<file path="src/rtl/next_pc_unit_pkg.sv">
// Shared definitions for the fetch-stage program-counter sequencer.
// Selector encoding names the source of the value the PC loads next.
package next_pc_unit_pkg;

  localparam int DEFAULT_ADDR_W      = 64;
  localparam int DEFAULT_INSTR_BYTES = 4;

  typedef enum logic [2:0] {
    SEL_SEQ   = 3'd0,  // CurrentPC + INSTR_BYTES
    SEL_REL   = 3'd1,  // CurrentPC + (SignExtImm << IMM_SHIFT)
    SEL_REG   = 3'd2,  // RegTarget
    SEL_RAS   = 3'd3,  // top of the return-address stack
    SEL_REDIR = 3'd4   // RedirectPC (exception / boot)
  } next_sel_e;

endpackage

</file>
<file path="src/rtl/next_pc_ras.sv">
// Circular return-address stack. Pushing when full overwrites the oldest
// entry and the occupancy stays at DEPTH. A simultaneous push and pop
// replaces the top entry in place. Pops on an empty stack are ignored.
module next_pc_ras #(
  parameter int ADDR_W = 64,
  parameter int DEPTH  = 4
) (
  input  logic              clk,
  input  logic              rst,
  input  logic              push,
  input  logic              pop,
  input  logic [ADDR_W-1:0] push_data,
  output logic [ADDR_W-1:0] top_data,
  output logic              full,
  output logic              empty
);

  localparam int PTR_W = (DEPTH > 1) ? $clog2(DEPTH) : 1;
  localparam int CW    = $clog2(DEPTH + 1);

  logic [ADDR_W-1:0] mem [DEPTH];
  logic [PTR_W-1:0]  ptr;
  logic [PTR_W-1:0]  ptr_inc;
  logic [PTR_W-1:0]  ptr_dec;
  logic [CW-1:0]     count;
  logic              do_pop;

  assign empty    = (count == '0);
  assign full     = (count == CW'(DEPTH));
  assign do_pop   = pop & ~empty;
  assign top_data = mem[ptr];

  // Modulo-DEPTH neighbours of the top pointer (DEPTH need not be a power of two).
  always_comb begin
    ptr_inc = (ptr == PTR_W'(DEPTH - 1)) ? '0 : ptr + 1'b1;
    ptr_dec = (ptr == '0) ? PTR_W'(DEPTH - 1) : ptr - 1'b1;
  end

  // Stack storage, top pointer and occupancy.
  always_ff @(posedge clk or posedge rst) begin
    if (rst) begin
      ptr   <= '0;
      count <= '0;
      for (int i = 0; i < DEPTH; i++) begin
        mem[i] <= '0;
      end
    end else if (push && do_pop) begin
      mem[ptr] <= push_data;
    end else if (push) begin
      mem[ptr_inc] <= push_data;
      ptr          <= ptr_inc;
      if (!full) begin
        count <= count + 1'b1;
      end
    end else if (do_pop) begin
      ptr   <= ptr_dec;
      count <= count - 1'b1;
    end
  end

endmodule

</file>
<file path="src/rtl/next_pc_unit.sv">
// Registered program-counter sequencer for the fetch stage.
// Selects the next PC every cycle (register-indirect, PC-relative,
// CBZ/CBNZ conditional, sequential), loads it on Advance, and lets
// Redirect override everything. Counts taken branches (saturating) and
// keeps a sticky flag for misaligned targets, whose low bits are cleared.
// Optional build macro NEXTPC_RAS_EN adds a return-address stack, the
// RetHint input, and BL pushes / hinted BR pops.
module next_pc_unit
  import next_pc_unit_pkg::*;
#(
  parameter int                 ADDR_W       = DEFAULT_ADDR_W,
  parameter int                 INSTR_BYTES  = DEFAULT_INSTR_BYTES,
  parameter int                 IMM_SHIFT    = 2,
  parameter logic [ADDR_W-1:0]  RESET_VECTOR = '0,
  parameter int                 CNT_W        = 32,
  parameter int                 RAS_DEPTH    = 4
) (
  input  logic              CLK,
  input  logic              Reset,
  input  logic              Advance,
  input  logic              Redirect,
  input  logic [ADDR_W-1:0] RedirectPC,
  input  logic              Branch,
  input  logic              BranchNZ,
  input  logic              ALUZero,
  input  logic              Uncondbranch,
  input  logic              BranchReg,
  input  logic [ADDR_W-1:0] RegTarget,
  input  logic [ADDR_W-1:0] SignExtImm,
  input  logic              Link,
`ifdef NEXTPC_RAS_EN
  input  logic              RetHint,
`endif
  output logic [ADDR_W-1:0] CurrentPC,
  output logic [ADDR_W-1:0] NextPC,
  output logic              Taken,
  output logic [CNT_W-1:0]  TakenCount,
  output logic              AlignFault
);

  // Bits below the instruction size must be zero in any PC value.
  localparam logic [ADDR_W-1:0] LOW_MASK = ADDR_W'(INSTR_BYTES - 1);

  logic [ADDR_W-1:0] seq_pc;
  logic [ADDR_W-1:0] rel_pc;
  logic [ADDR_W-1:0] raw_next;
  logic [ADDR_W-1:0] redirect_aligned;
  logic              next_misaligned;
  logic              redirect_misaligned;
  logic              cond_taken;
  logic              ras_hit;
  logic [ADDR_W-1:0] ras_top;
  next_sel_e         next_sel;
  next_sel_e         pc_src;

  assign seq_pc     = CurrentPC + ADDR_W'(INSTR_BYTES);
  assign rel_pc     = CurrentPC + (SignExtImm << IMM_SHIFT);
  assign cond_taken = Branch & (ALUZero ^ BranchNZ);

`ifdef NEXTPC_RAS_EN
  logic ras_push;
  logic ras_pop;
  logic ras_full;
  logic ras_empty;
  logic unused_ras_full;

  assign ras_hit         = BranchReg & RetHint & ~ras_empty;
  assign ras_push        = ~Redirect & Advance & Link & Uncondbranch;
  assign ras_pop         = ~Redirect & Advance & ras_hit;
  assign unused_ras_full = ras_full;

  next_pc_ras #(
    .ADDR_W (ADDR_W),
    .DEPTH  (RAS_DEPTH)
  ) u_ras (
    .clk       (CLK),
    .rst       (Reset),
    .push      (ras_push),
    .pop       (ras_pop),
    .push_data (seq_pc),
    .top_data  (ras_top),
    .full      (ras_full),
    .empty     (ras_empty)
  );
`else
  logic unused_link;

  assign ras_hit     = 1'b0;
  assign ras_top     = '0;
  assign unused_link = Link;
`endif

  // Next-PC source selection, first match wins.
  always_comb begin
    next_sel = SEL_SEQ;
    raw_next = seq_pc;
    if (BranchReg) begin
      if (ras_hit) begin
        next_sel = SEL_RAS;
        raw_next = ras_top;
      end else begin
        next_sel = SEL_REG;
        raw_next = RegTarget;
      end
    end else if (Uncondbranch || cond_taken) begin
      next_sel = SEL_REL;
      raw_next = rel_pc;
    end
  end

  // Alignment of the selected target and of the redirect target.
  always_comb begin
    NextPC              = raw_next & ~LOW_MASK;
    next_misaligned     = |(raw_next & LOW_MASK);
    redirect_aligned    = RedirectPC & ~LOW_MASK;
    redirect_misaligned = |(RedirectPC & LOW_MASK);
    Taken               = (next_sel != SEL_SEQ);
    pc_src              = Redirect ? SEL_REDIR : next_sel;
  end

  // PC register: redirect beats advance; no advance means stall.
  always_ff @(posedge CLK or posedge Reset) begin
    if (Reset) begin
      CurrentPC <= RESET_VECTOR;
    end else if (Redirect || Advance) begin
      CurrentPC <= (pc_src == SEL_REDIR) ? redirect_aligned : NextPC;
    end
  end

  // Saturating taken-branch counter; redirects never count.
  always_ff @(posedge CLK or posedge Reset) begin
    if (Reset) begin
      TakenCount <= '0;
    end else if (!Redirect && Advance && Taken && (TakenCount != '1)) begin
      TakenCount <= TakenCount + 1'b1;
    end
  end

  // Sticky misalignment flag, cleared only by reset.
  always_ff @(posedge CLK or posedge Reset) begin
    if (Reset) begin
      AlignFault <= 1'b0;
    end else if (Redirect ? redirect_misaligned : (Advance && next_misaligned)) begin
      AlignFault <= 1'b1;
    end
  end

endmodule
</file>
<file path="config.mk">
export PLATFORM = sky130hd
export DESIGN_NAME = next_pc_unit
export DESIGN_NICKNAME = d
export VERILOG_FILES = /design/src/rtl/next_pc_unit_pkg.sv /design/src/rtl/next_pc_ras.sv /design/src/rtl/next_pc_unit.sv
export SDC_FILE = /design/constraint.sdc
export NUM_CORES = 1
export LEC_CHECK = 0
export BUFFER_PORTS_ARGS = -buffer_cell sky130_fd_sc_hd__buf_2
export CORE_AREA = 2 2 143 145
export DETAILED_ROUTE_END_ITERATION = 6
export DIE_AREA = 0 0 145 147
export PLACE_DENSITY = 0.77
export SYNTH_ARGS = -nofsm -noshare
export SYNTH_HDL_FRONTEND = slang
export SYNTH_SLANG_ARGS = --single-unit
</file>
<file path="constraint.sdc">
create_clock -name CLK -period 4.3 [get_ports CLK]
set_clock_uncertainty 0.05 [all_clocks]
set_input_delay 0.215 -clock CLK [delete_from_list [all_inputs] [get_ports CLK]]
set_output_delay 0.215 -clock CLK [all_outputs]
set_load 0.005 [all_outputs]
</file>
==> impl_metrics.py <==
metrics = {
    "critical_path": {
        "cp_cell_sequence": "buf_2 -> xor2_1 -> a21o_2 -> buf_12 -> and2_1 -> ha_1 -> nand4_2 -> or3_1 -> or2_1 -> o221ai_2 -> a31oi_2 -> o31ai_2 -> a21boi_0 -> xor2_1 -> o21ai_0 -> buf_2",
        "cp_slowest_cell": "or3_1",
        "crit_end": "NextPC[59]",
        "end_kind": "primary output",
        "required_ns": 4.03,
        "startpoint_type": "primary input",
        "worstReg2RegStart": "CurrentPC[2]",
        "critPathLaunch": "BranchNZ",
        "crit_type": "primary input to primary output",
        "critical_path.max_stage_delay_ns": 0.44,
        "path_max_fanout": 49,
        "cp_data_arrival_time_ns": 3.86,
        "timing.rr.end": "CurrentPC[38]",
        "reg2regPathDepth": 12,
        "rrSetupSlack_ns": 0.74,
    },
    "floorplanning": {
        "start_util_pct": 45.9,
        "design.core.area_mm2": 0.0198,
        "dieArea_mm2": 0.0213,
        "dieHeight_um": 147,
        "ios": 364,
        "die_width_um": 145,
        "rows": 52,
    },
    "placed_design": {
        "dp.final_hpwl_um": 24300,
        "gp_congestion": 0.913,
        "place_ws_ns": 0.00955,
        "io_buffers": 356,
        "dp_cells": 1772,
    },
    "cts": {
        "clockBufferDepth": 2,
        "insertion_delay_ns": 0.37,
        "clkSlewWorstSetupHoldPaths_ns": 0.08,
        "numCtsBuffers": 9,
        "clockRootBuffer": "clkbuf_16",
        "clock-sinks": 95,
        "cts_tree": "done",
        "cts_max_level": 3,
        "post_cts_buffers": 0,
    },
    "synthesis": {
        "netlist_area_mm2": 0.00911,
        "async_flop_share_pct": 100,
        "synth.distinct_cells": 68,
        "yosysWarnings": 0,
        "synth_edf_count": 0,
        "ys_ff_latch": 95,
        "synth_ff_type": "dfrtp_1",
        "synth_seq_area_share_pct": 26.1,
        "synthCells": 1185,
        "syn_area_per_cell_um2": 7.69,
    },
    "route": {
        "antenna_left": 0,
        "route.top_layer_used": "met5",
        "drtIter0Drc": 652,
        "drc": 0,
        "first_pass_iters": 5,
        "met2WireLength_um": 14800,
        "vias": 10100,
        "wl_met1_um": 13100,
        "dr_wl_met3_um": 2230,
        "wl_per_cell_um": 17.3,
        "vias_per_cell": 5.63,
        "wirelength_um": 31100,
    },
    "layout": {
        "stdcell_count": 1797,
        "drive_gt1_share_pct": 28.5,
        "fin_nets": 1785,
        "area_growth_pct": 28.0,
        "postLayoutCoreUtil_pct": 58.7,
    },
    "global_routing": {
        "antenna_found_initial": 3,
        "grt_max_degree": 79,
        "overflow": 0,
        "grt_pass1_wl_um": 49100,
        "grt_pass1_vias": 9784,
        "track_usage_pct": 28.3,
    },
    "sta": {
        "finalHoldViolations": 0,
        "rsz0062_at_grt": "true",
        "fin_crit_sh_pct": 95.9,
        "finalWorstSetupSlack_ns": 0.174,
        "worst_slew_pin_slew_ns": 0.815,
        "maxSlewHeadroom_pct": 45.2,
        "final.min_clock_period_ns": 4.13,
        "fmax_mhz": 242,
        "holdWs_ns": 0.00706,
        "slew_violations": 0,
        "setup_viol": 0,
    },
    "power": {
        "finalPower_mw": 3.76,
        "powerDensity_mw_per_mm2": 323,
        "peakVddDrop_v": 0.000206,
        "power.leakage_nw": 5.89,
    },
    "min_path": {
        "hp-class": "primary input to flop",
    },
    "job": {
        "drv_cap": 0,
    },
    "run_status": {
        "status": "finished, final reports clean",
    },
}
-- worst max-delay path: cells and delay by family --
| family | cells | cell delay (ns) |
|---|---|---|
| AOI/OAI and AO/OA | 6 | 1.38 |
| xor gates and xnor gates | 2 | 0.34 |
| adders and majority gates | 1 | 0.39 |
| buffers and inverters | 3 | 0.47 |
| and+or+nand+nor | 4 | 1.04 |
-- Yosys cell counts, drive strengths merged, types with 3 or more instances --
master / count / area share [%]
a211oi: 7 / 0.58
a21boi: 7 / 0.58
a21o: 33 / 2.7
a21oi: 70 / 3.8
a221o: 10 / 1.1
a221oi: 3 / 0.29
a22o: 5 / 0.48
a311oi: 5 / 0.48
a31oi: 19 / 1.4
a41oi: 4 / 0.38
and2: 69 / 4.7
and3: 10 / 0.69
buf: 11 / 0.67
clkbuf: 62 / 2.6
dfrtp: 95 / 26
ha: 62 / 8.5
inv: 22 / 0.91
mux2: 4 / 0.49
mux2i: 37 / 4.1
nand2: 202 / 8.3
nand2b: 12 / 0.82
nand3: 31 / 1.7
nand4: 16 / 1.2
nor2: 64 / 2.6
nor2b: 4 / 0.27
nor3: 7 / 0.38
nor3b: 10 / 0.82
nor4: 6 / 0.41
o211ai: 10 / 0.88
o21a: 8 / 0.66
o21ai: 127 / 7.0
o21bai: 8 / 0.66
o221ai: 6 / 0.65
o22ai: 4 / 0.27
o31ai: 10 / 0.82
or2: 5 / 0.34
or3: 7 / 0.48
xnor2: 51 / 4.9
xor2: 37 / 3.6
-- worst min path at each step --
stage	startpoint	to	slack [ns]	cells past startpoint
final	RedirectPC[2]	CurrentPC[2]	0.007	3
after floorplan	RedirectPC[25]	CurrentPC[25]	0.29	1
after global routing	RedirectPC[30]	CurrentPC[30]	0.007	3
after detailed placement	Reset	CurrentPC[9]	0.34	2
after global placement	Reset	CurrentPC[9]	0.34	2
after CTS	RedirectPC[30]	CurrentPC[30]	0.00003	3
-- what timing repair did --
item	in CTS	in global routing
hold buffers	7	0
pin swaps	1	2
endpoints found under the hold margin	63	0
resized for setup	2	17
setup endpoints to repair	2	16
-- per-layer routing --
metal	GRT usage [%]	vias to the layer above
met5	0	-
met4	10.3	4
met3	6.27	63
met2	50.2	440
met1	33.8	4722
li1	-	4890
-- logic make-up (layout without fill, tap and decap cells) --
logic type,Yosys count,after routing,synth area share (%)
AOI/OAI and AO/OA,353,353,24.6
xor gates and xnor gates,88,88,8.46
adders and majority gates,63,63,8.74
buffers and inverters,95,432,4.15
DFF,95,95,26.1
muxes,41,41,4.56
other,1,6,0.0412
and+or+nand+nor,449,449,23.4
-- layout make-up --
type / count / area, um2
well taps: 270 / 338
multi-input cells: 998 / 6430
diodes: 2 / 5.00
clock inverters: 7 / 88.8
inverters: 22 / 85.1
fillers: 1841 / 8190
flip-flops and latches: 95 / 2380
repair buffers: 394 / 2100
clock buffers: 9 / 225
-- metrics by stage --
step           cell area [um2]  setup TNS (ns)
6_report                 11700               0
5_1_grt                  11700        -0.00137
4_1_cts                  11600               0
3_5_place_dp             11200               0
3_3_place_gp             11200               0
2_1_floorplan             9120               0
-- cell usage in the layout, fill, tap and decap left out, types with 6 or more instances in the layout --
cell,synthesis,layout
nor2_1,64,63
dfrtp_1,95,95
dlygate4sd3_1,0,7
and2_1,69,69
a31oi_1,18,17
xnor2_1,51,51
o21ai_1,3,7
xor2_1,37,37
o21a_1,8,7
o31ai_1,10,9
nand4_1,15,15
a211oi_1,7,7
or3_1,7,7
a21oi_1,70,68
and3_1,10,10
inv_1,22,21
a21o_1,33,32
ha_1,62,60
nor3b_1,10,10
o21ai_0,123,119
a21boi_0,7,7
nand2b_1,12,12
mux2i_1,37,37
nand2_1,202,202
a221o_1,10,10
clkbuf_16,0,9
buf_4,4,33
buf_2,4,353
nand3_1,31,31
nor3_1,7,6
o211ai_1,9,9
o21bai_1,8,8
-- report_power, final --
part / leakage, nW / switching, mW / internal (mW)
clock network: 0.154 / 0.473 / 0.428
registers: 1.19 / 0.104 / 0.985
logic: 4.54 / 1.00 / 0.771
total: 5.89 / 1.58 / 2.18
-- sequential cells by signal (all words and copies together) (netlist names) --
register and flops:
CurrentPC 62, TakenCount 32, AlignFault 1
No activity file was read; power rests on OpenSTA's default activity.
